File: config.mk
export PLATFORM = sky130hd
export DESIGN_NAME = debounce_bank
export DESIGN_NICKNAME = d
export VERILOG_FILES = /design/src/rtl/debounce_bank.sv
export SDC_FILE = /design/constraint.sdc
export NUM_CORES = 1
export LEC_CHECK = 0
export ABC_AREA = 1
export BUFFER_PORTS_ARGS = -buffer_cell sky130_fd_sc_hd__buf_2
export CAP_MARGIN = 40
export CORE_MARGIN = 10
export CORE_UTILIZATION = 30
export CTS_BUF_LIST = sky130_fd_sc_hd__clkbuf_8
export DETAILED_ROUTE_END_ITERATION = 10
export RECOVER_POWER = 25
export SLEW_MARGIN = 5
export SYNTH_ARGS = -nofsm -noshare
export SYNTH_HDL_FRONTEND = slang
export SYNTH_SLANG_ARGS = --single-unit
File: constraint.sdc
create_clock -name i_Clk -period 1.7 [get_ports i_Clk]
set_clock_uncertainty 0.15 [all_clocks]
set_input_delay 0.34 -clock i_Clk [delete_from_list [all_inputs] [get_ports i_Clk]]
set_output_delay 0.34 -clock i_Clk [all_outputs]
set_load 0.03 [all_outputs]
File: src/rtl/debounce_bank.sv
// Multi-channel debounce filter: per-channel consecutive-sample counter, clean levels and one-cycle rise/fall strobes.
// Optional two-flop input synchroniser enabled by defining DEBOUNCE_BANK_SYNC_EN.
module debounce_bank #(
    parameter int                      NUM_CHANNELS   = 4,
    parameter int                      DEBOUNCE_LIMIT = 20,
    parameter logic [NUM_CHANNELS-1:0] INIT_STATE     = {NUM_CHANNELS{1'b0}}
) (
    input  logic                    i_Clk,
    input  logic                    i_Rst_L,
    input  logic [NUM_CHANNELS-1:0] i_Bouncy,
    output logic [NUM_CHANNELS-1:0] o_Debounced,
    output logic [NUM_CHANNELS-1:0] o_Rise,
    output logic [NUM_CHANNELS-1:0] o_Fall,
    output logic                    o_Any_Change
);

    localparam int            CW    = $clog2(DEBOUNCE_LIMIT);
    localparam logic [CW-1:0] C_MAX = CW'(DEBOUNCE_LIMIT - 1);

    logic [NUM_CHANNELS-1:0] w_sample;
    logic [NUM_CHANNELS-1:0] w_accept;
    logic [NUM_CHANNELS-1:0] r_state;
    logic [NUM_CHANNELS-1:0] r_rise;
    logic [NUM_CHANNELS-1:0] r_fall;
    logic                    r_any;
    logic [CW-1:0]           r_count [NUM_CHANNELS];

`ifdef DEBOUNCE_BANK_SYNC_EN
    logic [NUM_CHANNELS-1:0] r_sync1;
    logic [NUM_CHANNELS-1:0] r_sync2;

    // Synchroniser resets to the idle level so reset release never looks like an input edge.
    always_ff @(posedge i_Clk or negedge i_Rst_L) begin
        if (!i_Rst_L) begin
            r_sync1 <= INIT_STATE;
            r_sync2 <= INIT_STATE;
        end else begin
            r_sync1 <= i_Bouncy;
            r_sync2 <= r_sync1;
        end
    end

    assign w_sample = r_sync2;
`else
    assign w_sample = i_Bouncy;
`endif

    always_comb begin
        w_accept = '0;
        for (int i = 0; i < NUM_CHANNELS; i++) begin
            w_accept[i] = (w_sample[i] != r_state[i]) && (r_count[i] == C_MAX);
        end
    end

    always_ff @(posedge i_Clk or negedge i_Rst_L) begin
        if (!i_Rst_L) begin
            r_state <= INIT_STATE;
            r_rise  <= '0;
            r_fall  <= '0;
            r_any   <= 1'b0;
            for (int i = 0; i < NUM_CHANNELS; i++) begin
                r_count[i] <= '0;
            end
        end else begin
            r_state <= (r_state & ~w_accept) | (w_sample & w_accept);
            r_rise  <= w_accept & w_sample;
            r_fall  <= w_accept & ~w_sample;
            r_any   <= |w_accept;
            // Any matching sample restarts the count, so acceptance needs strictly consecutive samples.
            for (int i = 0; i < NUM_CHANNELS; i++) begin
                if ((w_sample[i] == r_state[i]) || w_accept[i]) begin
                    r_count[i] <= '0;
                end else begin
                    r_count[i] <= r_count[i] + 1'b1;
                end
            end
        end
    end

    assign o_Debounced  = r_state;
    assign o_Rise       = r_rise;
    assign o_Fall       = r_fall;
    assign o_Any_Change = r_any;

endmodule

After elaboration in Yosys (flattened, before gate mapping)
Index checks and enable logic that the tools add are counted.
{ "totals": {"out_inout_bits": 13, "ff_bits": 33, "wordCells": 43, "inputBits": 6} }
{ "op_classes": {"eq_ne": 12, "reduce_logical": 9, "n_addsub": 4, "bitwise_logic": 6, "n_mux": 4} }
{ "op_table": {"columns": ["operator", "n"], "rows": [
  ["$add 5x1->5 const B", 4],
  ["$eq 5x5->1 const B", 4],
  ["$mux 5", 4],
  ["$and 4x4->4", 3],
  ["$not 4->4", 2],
  ["$eq 1x1->1", 4],
  ["$logic_and 1x1->1", 4],
  ["$logic_or 1x1->1", 4],
  ["$ne 1x1->1", 4],
  ["$or 4x4->4", 1],
  ["$reduce_or 4->1", 1]
]} }

Depth between registers and ports, before layout
Gate-level depths: netlist (run 1).
{ "depth": {"depth_word": 5, "depth_mapped": 7, "mapped_depth_nobuf": 7} }

Worst setup path after synthesis (run 1)
Ideal clock, no wire load.
{ "synth_path": {"path_kind": "reg2reg", "startpoint": "register with a tool-made name", "endpoint": "register r_any (netlist: o_Any_Change)", "n_path_buf": 0, "stages_incl_launch_ff": 6, "setup_slack_ns": 0.419, "synth_period_minus_slack_ns": 1.281, "setup_time_ns": 0.119, "t_arrival_ns": 1.012, "required_time_ns": 1.431, "cell_sequence": "dfrtp_1 > nand2_1 > nand2_2 > nor2_2 > nor2_1 > nand2_1"} }
{ "synth_lines": {"columns": ["item", "line", "source"], "rows": [
  ["end signal, assigned", "68", "r_any <= |w_accept;"],
  ["end, declared", "25", "logic r_any;"]
]} }

==> results.py, run 1 <==
metrics = {
    "synth": {
        "synth_xor_area_share_pct": 4.181,
        "synth_edf_count": 0,
        "yosysTopAreaCell": "dfrtp_1",
        "ys_async_sr_fraction_pct": 100.0,
        "ys_ff_latch": 33,
        "synth_compound_area_share_pct": 3.328,
        "muxShareOfSynthArea_pct": 0,
        "avgSynthCellArea_um2": 9.400,
        "netlist.area_leader.share_pct": 56.31,
        "syn-instance-count": 156,
        "syn_nets": 166,
        "ys_warn_count": 0,
        "synth_simple_gate_area_share_pct": 27.13,
        "synth_ff_type": "dfrtp_1",
        "yosys.area_share.adder_pct": 3.413,
        "synthTopCellsByArea": "dfrtp_1 (56%), nand2_1 (6.4%), nor2_1 (5.9%)",
        "yosysUniqueCellTypes": 22,
        "netlist_area_mm2": 0.001466,
        "synth_top_family_by_area": "simple AND/OR/NAND/NOR gates",
        "ys_seq_area_share_pct": 56.31,
    },
    "clock_tree": {
        "clkTransAtPathRegs_ns": 0.06,
        "hold_buffers": 1,
        "clockRootBuffer": "clkbuf_8",
        "htreeDepth": 2,
        "cts.sinks": 33,
        "cts_tree": "yes",
        "insertion_delay_ns": 0.28,
        "post-cts-setup-buffers": 0,
        "clockBufferDepth": 2,
        "cts_resized": 0,
        "cts_buffers": 5,
    },
    "critical_path": {
        "crit_arrival_ns": 0.94,
        "critical-path-max-stage-delay_ns": 0.43,
        "cp.required_ns": 1.21,
        "crit_fanout": 5,
        "worst-path-buf-inv": 1,
        "critical_path.cell_chain": "buf_2",
        "crit_family": "flip-flops",
        "crit_type": "register to output port",
        "crit_slowest_cell": "dfrtp_1",
        "r2r_setup_slack_ns": 0.32,
        "cp-end-kind": "output port",
        "critPathLaunchType": "register",
    },
    "floorplan": {
        "die_area_mm2": 0.008085,
        "ios": 19,
        "start_util_pct": 31.05,
        "die_h_um": 89.92,
        "rows": 25,
        "coreArea_mm2": 0.004723,
        "die_w_um": 89.92,
    },
    "route": {
        "initialDrtViolationCount": 23,
        "wl_met2_um": 1019,
        "drt-met1-wl_um": 1210,
        "vias_per_cell": 4.116,
        "drtPass1Iterations": 3,
        "drtAntennaViolNets": 0,
        "route.detailed.drc": 0,
        "dr_wl_met3_um": 168,
        "highest_layer": "met4",
        "finalWirelength_um": 2459,
        "vias": 1029,
        "wl_per_cell_um": 9.836,
    },
    "pwr": {
        "ir_worst_vdd_uv": 302.1,
        "power_density_mw_per_mm2": 862.0,
        "leakagePower_nw": 0.9339,
    },
    "timing": {
        "fin_tns_setup_ns": 0,
        "rsz0062_at_grt": "false",
        "drv_slew": 0,
        "slew_headroom_pct": 72.45,
        "finalHoldViolations": 0,
        "setup_viol": 0,
        "fmax_mhz": 697.3,
        "period_share_pct": 84.36,
        "period_needed_ns": 1.434,
        "tightest_slew_ns": 0.4133,
    },
    "outcome": {
        "status": "finished clean",
    },
    "global_route": {
        "grt_pass1_vias": 998,
        "grt_use_total_pct": 6.786,
        "grt_max_degree": 34,
        "grt_overflow_total": 0,
        "antenna_found_initial": 0,
        "grt_pass1_wl_um": 4464,
    },
    "layout": {
        "nNetsFinal": 193,
        "num_antenna_cells": 0,
        "area_growth_pct": 18.94,
        "post-route-util_pct": 36.93,
        "final_layout_size_suffix_gt1_share_pct": 26.23,
        "instances_no_fill": 250,
    },
    "place": {
        "gp_congestion": 0.7401,
        "dpl.cell_count": 242,
        "io_buffers": 18,
        "dpl.hpwl_um": 1837,
    },
    "worst_hold_path": {
        "hp-class": "input pin to register",
    },
    "job": {
        "max_cap_viol_count": 0,
    },
}
where the power goes:
| part | total [W] | internal, W | switching (W) |
|---|---|---|---|
| Sequential | 0.000827 | 0.000808 | 0.0000182 |
| Clock | 0.000577 | 0.000315 | 0.000262 |
| Combinational | 0.000100 | 0.0000374 | 0.0000627 |
| Total | 0.00150 | 0.00116 | 0.000343 |
Yosys cell counts, types with 4 or more instances:
master / n
nand2_2: 6
nand3_1: 8
nor2_2: 4
dfrtp_1: 33
nor3_1: 6
inv_2: 7
a21oi_1: 4
xnor2_1: 4
nor2_1: 23
ha_1: 4
inv_1: 15
nand2_1: 25
layout make-up:
cell class	instances	area, um^2
multi-input combinational	101	558.0
fill	477	2979
clock inverter	1	3.754
inverter	22	82.58
tap	67	83.83
clock buffer	6	82.58
sequential	33	825.8
timing repair buffer	20	107.6
final timing paths:
kind	endpoint	start	cells past startpoint
max	o_Debounced[3]	register	1
min	o_Fall[1]	i_Bouncy[1]	2
max reg2reg	r_count[8]	r_count[5]	6
min reg2reg	r_count[15]	r_count[15]	1
max in group asynchronous	r_count[11]	i_Rst_L	3
min in group asynchronous	o_Rise[2]	i_Rst_L	3
metal layers:
| layer | global-route usage [%] | vias up |
|---|---|---|
| met5 | 0 | - |
| met4 | 3.979 | 0 |
| met3 | 3.824 | 6 |
| met2 | 9.685 | 21 |
| met1 | 7.741 | 463 |
| li1 | - | 539 |
kinds of logic after synthesis:
logic type	after synthesis
fa+ha+maj	4
xor+xnor	7
compound gates	9
buf+inv	22
flops	33
simple gates	81
cell usage in the layout, fill, tap and decap left out:
cell	instances
buf_4	1
o21ai_1	1
a21oi_2	1
inv_1	16
ha_1	4
nand4_1	1
dfrtp_1	33
nand2_2	6
nor2_1	23
nand3_1	8
inv_2	7
xor2_1	3
nand2_1	25
o21ai_0	3
dlygate4sd3_1	1
xnor2_1	4
nor2_2	4
nor3_2	2
nand3_4	1
nor3_1	6
or2_0	3
nand2_4	1
nor2_4	1
clkbuf_8	6
buf_2	18
a21oi_1	4
stage by stage:
stage / hold WS, ns / setup WS (ns) / cell area [um^2] / total power (W)
3_5_place_dp: 0.2426 / 0.3013 / 1648 / 0.0009425
2_1_floorplan: -0.1056 / 0.4195 / 1466 / 0.0009030
5_1_grt: 0.08635 / 0.1682 / 1744 / 0.001589
3_3_place_gp: 0.2448 / 0.3364 / 1648 / 0.0009420
4_1_cts: 0.07381 / 0.2422 / 1744 / 0.001539
6_report: 0.08707 / 0.2660 / 1744 / 0.001503
Power figures use the tool's default switching activity.
==> run 2: changes to the inputs <==
==> constraint.sdc (replaced) <==
create_clock -name i_Clk -period 1.4 [get_ports i_Clk]
set_clock_uncertainty 0.15 [all_clocks]
set_input_delay 0.28 -clock i_Clk [delete_from_list [all_inputs] [get_ports i_Clk]]
set_output_delay 0.28 -clock i_Clk [all_outputs]
set_load 0.03 [all_outputs]
==> results.py, run 2 (synthesized netlist as in run 1, its figures left out) <==
metrics = {
    "clock_tree": {
        "clockBufferDepth": 2,
        "cts_tree": "yes",
        "clockRootBuffer": "clkbuf_8",
        "cts.sinks": 33,
        "htreeDepth": 2,
        "clkTransAtPathRegs_ns": 0.07,
        "insertion_delay_ns": 0.29,
        "cts_buffers": 5,
    },
    "floorplan": {
        "start_util_pct": 31.05,
        "rows": 25,
        "die_w_um": 89.92,
        "coreArea_mm2": 0.004723,
        "die_h_um": 89.92,
        "ios": 19,
        "die_area_mm2": 0.008085,
    },
    "global_route": {
        "antenna_found_initial": 0,
        "grt_use_total_pct": 6.720,
        "grt_max_degree": 34,
        "grt_pass1_vias": 977,
        "grt_pass1_wl_um": 4374,
        "grt_overflow_total": 0,
    },
    "timing": {
        "tightest_slew_ns": 0.4468,
        "setup_viol": 0,
        "slew_headroom_pct": 70.21,
        "rsz0062_at_grt": "false",
        "period_needed_ns": 1.349,
        "drv_slew": 0,
        "fmax_mhz": 741.1,
        "fin_tns_setup_ns": 0,
        "finalHoldViolations": 0,
        "period_share_pct": 96.38,
    },
    "critical_path": {
        "crit_fanout": 5,
        "critical_path.cell_chain": "clkbuf_4",
        "r2r_end": "o_Any_Change",
        "reg2reg_from": "r_count[5]",
        "critPathLaunchType": "register",
        "r2r_setup_slack_ns": 0.10,
        "worst-path-buf-inv": 1,
        "crit_type": "register to output port",
        "cp.required_ns": 0.97,
        "crit_arrival_ns": 0.92,
        "critical-path-max-stage-delay_ns": 0.44,
        "crit_slowest_cell": "dfrtp_2",
        "cp-end-kind": "output port",
        "crit_family": "flip-flops",
        "rr_worst_depth": 7,
    },
    "route": {
        "vias_per_cell": 4.055,
        "drtAntennaViolNets": 0,
        "wl_per_cell_um": 10.04,
        "vias": 1034,
        "finalWirelength_um": 2561,
        "route.detailed.drc": 0,
        "initialDrtViolationCount": 24,
        "drtPass1Iterations": 3,
    },
    "layout": {
        "final_layout_size_suffix_gt1_share_pct": 31.91,
        "area_growth_pct": 22.18,
        "final_cell_mix": "dfrtp_1 (30), nand2_1 (24), nor2_1 (23)",
        "nNetsFinal": 197,
        "mostFrequentLayoutCell": "dfrtp_1",
        "design_area_mm2": 0.001792,
        "num_antenna_cells": 0,
    },
    "outcome": {
        "status": "finished clean",
    },
    "job": {
        "max_cap_viol_count": 0,
    },
    "place": {
        "place_area_mm2": 0.001675,
        "gp_congestion": 0.6962,
        "dpl.hpwl_um": 1809,
        "io_buffers": 18,
    },
    "pwr": {
        "power_density_mw_per_mm2": 1010,
        "ir_worst_vdd_uv": 337.4,
        "leakagePower_nw": 0.9495,
    },
    "worst_hold_path": {
        "hold_path_depth": 2,
        "hp-start": "i_Bouncy[1]",
        "hp-class": "input pin to register",
        "hold_end": "o_Fall[1]",
    },
}
run 2: per-layer routing:
metal  track usage (%)  wire, um  up-vias
li1                  -         -      544
met1             7.847      1261      462
met2             9.080      1036       21
met3             4.406       204        7
met4             3.581        58        0
met5                 0         0        -
run 2: layout make-up:
| cell class | count | area [um^2] |
|---|---|---|
| clock buffer | 5 | 68.82 |
| clock inverter | 3 | 13.76 |
| fill | 506 | 2932 |
| inverter | 22 | 82.58 |
| multi-input combinational | 101 | 568.0 |
| sequential | 33 | 829.5 |
| tap | 67 | 83.83 |
| timing repair buffer | 24 | 145.1 |
run 2: timing repair:
| item | CTS | global route |
|---|---|---|
| setup endpoints to repair | 0 | 15 |
| gates resized for setup | 0 | 10 |
| buffers inserted | 0 | 2 |
| hold buffers | 1 | 0 |
| hold endpoints to repair | 33 | 0 |
run 2: through the flow:
| stage | hold slack (ns) | total power [W] | setup WS, ns | cells | util [%] |
|---|---|---|---|---|---|
| global placement | 0.1037 | 0.001149 | 0.05283 | 244 | 35.47 |
| floorplan | -0.1656 | 0.001097 | 0.1195 | 156 | - |
| CTS | 0.007099 | 0.001849 | 0.0007517 | 253 | 37.43 |
| global route | 0.008895 | 0.001905 | 0.0005556 | 255 | 37.93 |
| detailed placement | 0.09937 | 0.001149 | 0.04129 | 244 | 35.47 |
| finish | 0.01851 | 0.001810 | 0.05072 | 255 | 37.93 |
run 2: how the worst max path moves through the flow:
stage | from | to | slack, ns | depth (start not counted)
2_1_floorplan | register | o_Any_Change | 0.12 | 5
3_3_place_gp | r_count[5] | o_Any_Change | 0.05 | 7
3_5_place_dp | r_count[0] | o_Any_Change | 0.04 | 7
4_1_cts | register | o_Debounced[3] | 0.0008 | 1
5_1_grt | r_count[10] | o_Rise[1] | 0.0006 | 6
6_report | register | o_Debounced[0] | 0.05 | 1
run 2: power by group:
group / internal, W / switching (W) / leakage (nW)
Clock: 0.000337 / 0.000345 / 0.0491
Combinational: 0.0000476 / 0.0000769 / 0.471
Sequential: 0.000981 / 0.0000230 / 0.429
==> run 3: changes to the inputs <==
--- a/config.mk
+++ b/config.mk
@@ -8,7 +8,7 @@
 export ABC_AREA = 1
 export BUFFER_PORTS_ARGS = -buffer_cell sky130_fd_sc_hd__buf_2
 export CAP_MARGIN = 40
-export CORE_MARGIN = 10
+export CORE_MARGIN = 2
 export CORE_UTILIZATION = 30
 export CTS_BUF_LIST = sky130_fd_sc_hd__clkbuf_8
 export DETAILED_ROUTE_END_ITERATION = 10
==> results.py, run 3 (synthesized netlist as in run 1, its figures left out) <==
metrics = {
    "timing": {
        "slew_headroom_pct": 70.68,
        "period_share_pct": 97.07,
        "fmax_mhz": 735.9,
        "drv_slew": 0,
        "setup_viol": 0,
        "fin_tns_setup_ns": 0,
        "rsz0062_at_grt": "true",
        "holdWs_ns": 0.02278,
        "finalHoldViolations": 0,
        "period_needed_ns": 1.359,
        "tightest_slew_ns": 0.4399,
    },
    "worst_hold_path": {
        "hp-class": "input pin to register",
    },
    "pwr": {
        "internal-power_w": 0.001602,
        "switching_power_w": 0.0004287,
        "ir_worst_vdd_uv": 564.4,
        "seqPwrFrac_pct": 49.4,
        "p_comb_share_pct": 6.2,
        "leakagePower_nw": 0.9605,
        "power_density_mw_per_mm2": 1119,
        "power_w": 0.002031,
        "switching_share_pct": 21.11,
        "clkPwrFrac_pct": 44.4,
    },
    "layout": {
        "final_cell_mix": "dfrtp_1 (31), nand2_1 (24), nor2_1 (23)",
        "design_area_mm2": 0.001815,
        "multi_input_area_um2": 569.3,
        "final_layout_size_suffix_gt1_share_pct": 31.02,
        "mostFrequentLayoutCell": "dfrtp_1",
        "instances_no_fill": 254,
        "seq_area_um2": 828.3,
        "n_fill_cell": 473,
        "area_growth_pct": 23.81,
        "nNetsFinal": 196,
        "num_antenna_cells": 0,
    },
    "floorplan": {
        "die_w_um": 73.92,
        "coreArea_mm2": 0.004723,
        "start_util_pct": 31.05,
        "die_area_mm2": 0.005463,
        "ios": 19,
        "die_h_um": 73.92,
        "rows": 25,
    },
    "place": {
        "dpl.hpwl_um": 1625,
        "place_area_mm2": 0.001670,
        "gp_congestion": 0.7561,
        "io_buffers": 18,
        "dpl.cell_count": 245,
    },
    "clock_tree": {
        "htreeDepth": 2,
        "cts_tree": "yes",
        "post-cts-setup-buffers": 0,
        "clockBufferDepth": 2,
        "clockRootBuffer": "clkbuf_8",
        "clkTransAtPathRegs_ns": 0.07,
        "cts_buffers": 5,
        "insertion_delay_ns": 0.28,
        "cts.sinks": 33,
    },
    "global_route": {
        "grt_use_total_pct": 9.761,
        "grt_pass1_wl_um": 3953,
        "grt_overflow_total": 0,
        "grt_max_degree": 34,
        "antenna_found_initial": 0,
        "grt_pass1_vias": 935,
    },
    "critical_path": {
        "crit_fanout": 5,
        "crit_type": "register to output port",
        "critical-path-max-stage-delay_ns": 0.42,
        "cp-end-kind": "output port",
        "worst-path-buf-inv": 1,
        "cp.required_ns": 0.97,
        "crit_family": "flip-flops",
        "crit_slowest_cell": "dfrtp_1",
        "critPathLaunchType": "register",
        "crit_arrival_ns": 0.93,
        "critical_path.cell_chain": "buf_2",
    },
    "job": {
        "max_cap_viol_count": 0,
    },
    "route": {
        "vias_per_cell": 4.118,
        "finalWirelength_um": 2263,
        "route.detailed.drc": 0,
        "initialDrtViolationCount": 43,
        "wl_per_cell_um": 8.909,
        "drtAntennaViolNets": 0,
        "vias": 1046,
        "drtPass1Iterations": 4,
    },
    "outcome": {
        "status": "finished clean",
    },
}
run 3: per-layer routing:
layer | track usage, % | part of all wire, %
met1 | 12.27 | 49
met2 | 14.09 | 43
met3 | 3.292 | 4.9
met4 | 6.667 | 3.0
met5 | 0 | 0
run 3: path summary, 6_finish.rpt:
check / slack (ns) / to / cells after the start / from
max in group asynchronous: 0.32 / asynchronous set/reset pin / 3 / i_Rst_L
min in group asynchronous: 0.43 / o_Rise[2] / 3 / i_Rst_L
setup / recovery: 0.04 / o_Debounced[1] / 1 / register
hold reg to reg: 0.30 / r_count[15] / 1 / r_count[15]
hold / removal: 0.02 / o_Fall[1] / 2 / i_Bouncy[1]
setup reg to reg: 0.10 / o_Any_Change / 7 / r_count[0]
run 3: repair_timing:
item | CTS | global route
gates resized for setup | 0 | 8
setup endpoints to repair | 0 | 12
hold endpoints to repair | 33 | 0
hold buffers | 1 | 0
run 3: power by group through the flow:
stage	Combinational (W)	Sequential, W	Clock, W
finish	0.000125	0.00100	0.000902
global placement	0.000124	0.00102	0
floorplan	0.0000791	0.00102	0
detailed placement	0.000125	0.00102	0
CTS	0.000128	0.00100	0.000936
global route	0.000151	0.00101	0.000984
run 3: metrics by stage:
stage	util (%)	setup slack (ns)
2_1_floorplan	-	0.1195
3_3_place_gp	35.36	0.05281
3_5_place_dp	35.36	0.05039
4_1_cts	38.04	0.01653
5_1_grt	38.44	-0.001101
6_report	38.44	0.04103
run 3: area by class of cell:
cell class | count | share of cell area [%]
Tap cell | 67 | 4.618
Timing Repair Buffer | 23 | 7.443
Clock buffer | 6 | 4.549
Sequential cell | 33 | 45.62
Clock inverter | 2 | 1.861
Inverter | 22 | 4.549
Multi-Input combinational cell | 101 | 31.36
run 3: worst register-to-register path: stages (launching register included):
cell and delay [ns]:
dfrtp_1 0.40, ha_2 0.22, inv_2 0.07, nor2_4 0.04, nand2_4 0.11, nor2_2 0.05
nor2_1 0.09, nand2_1 0.06
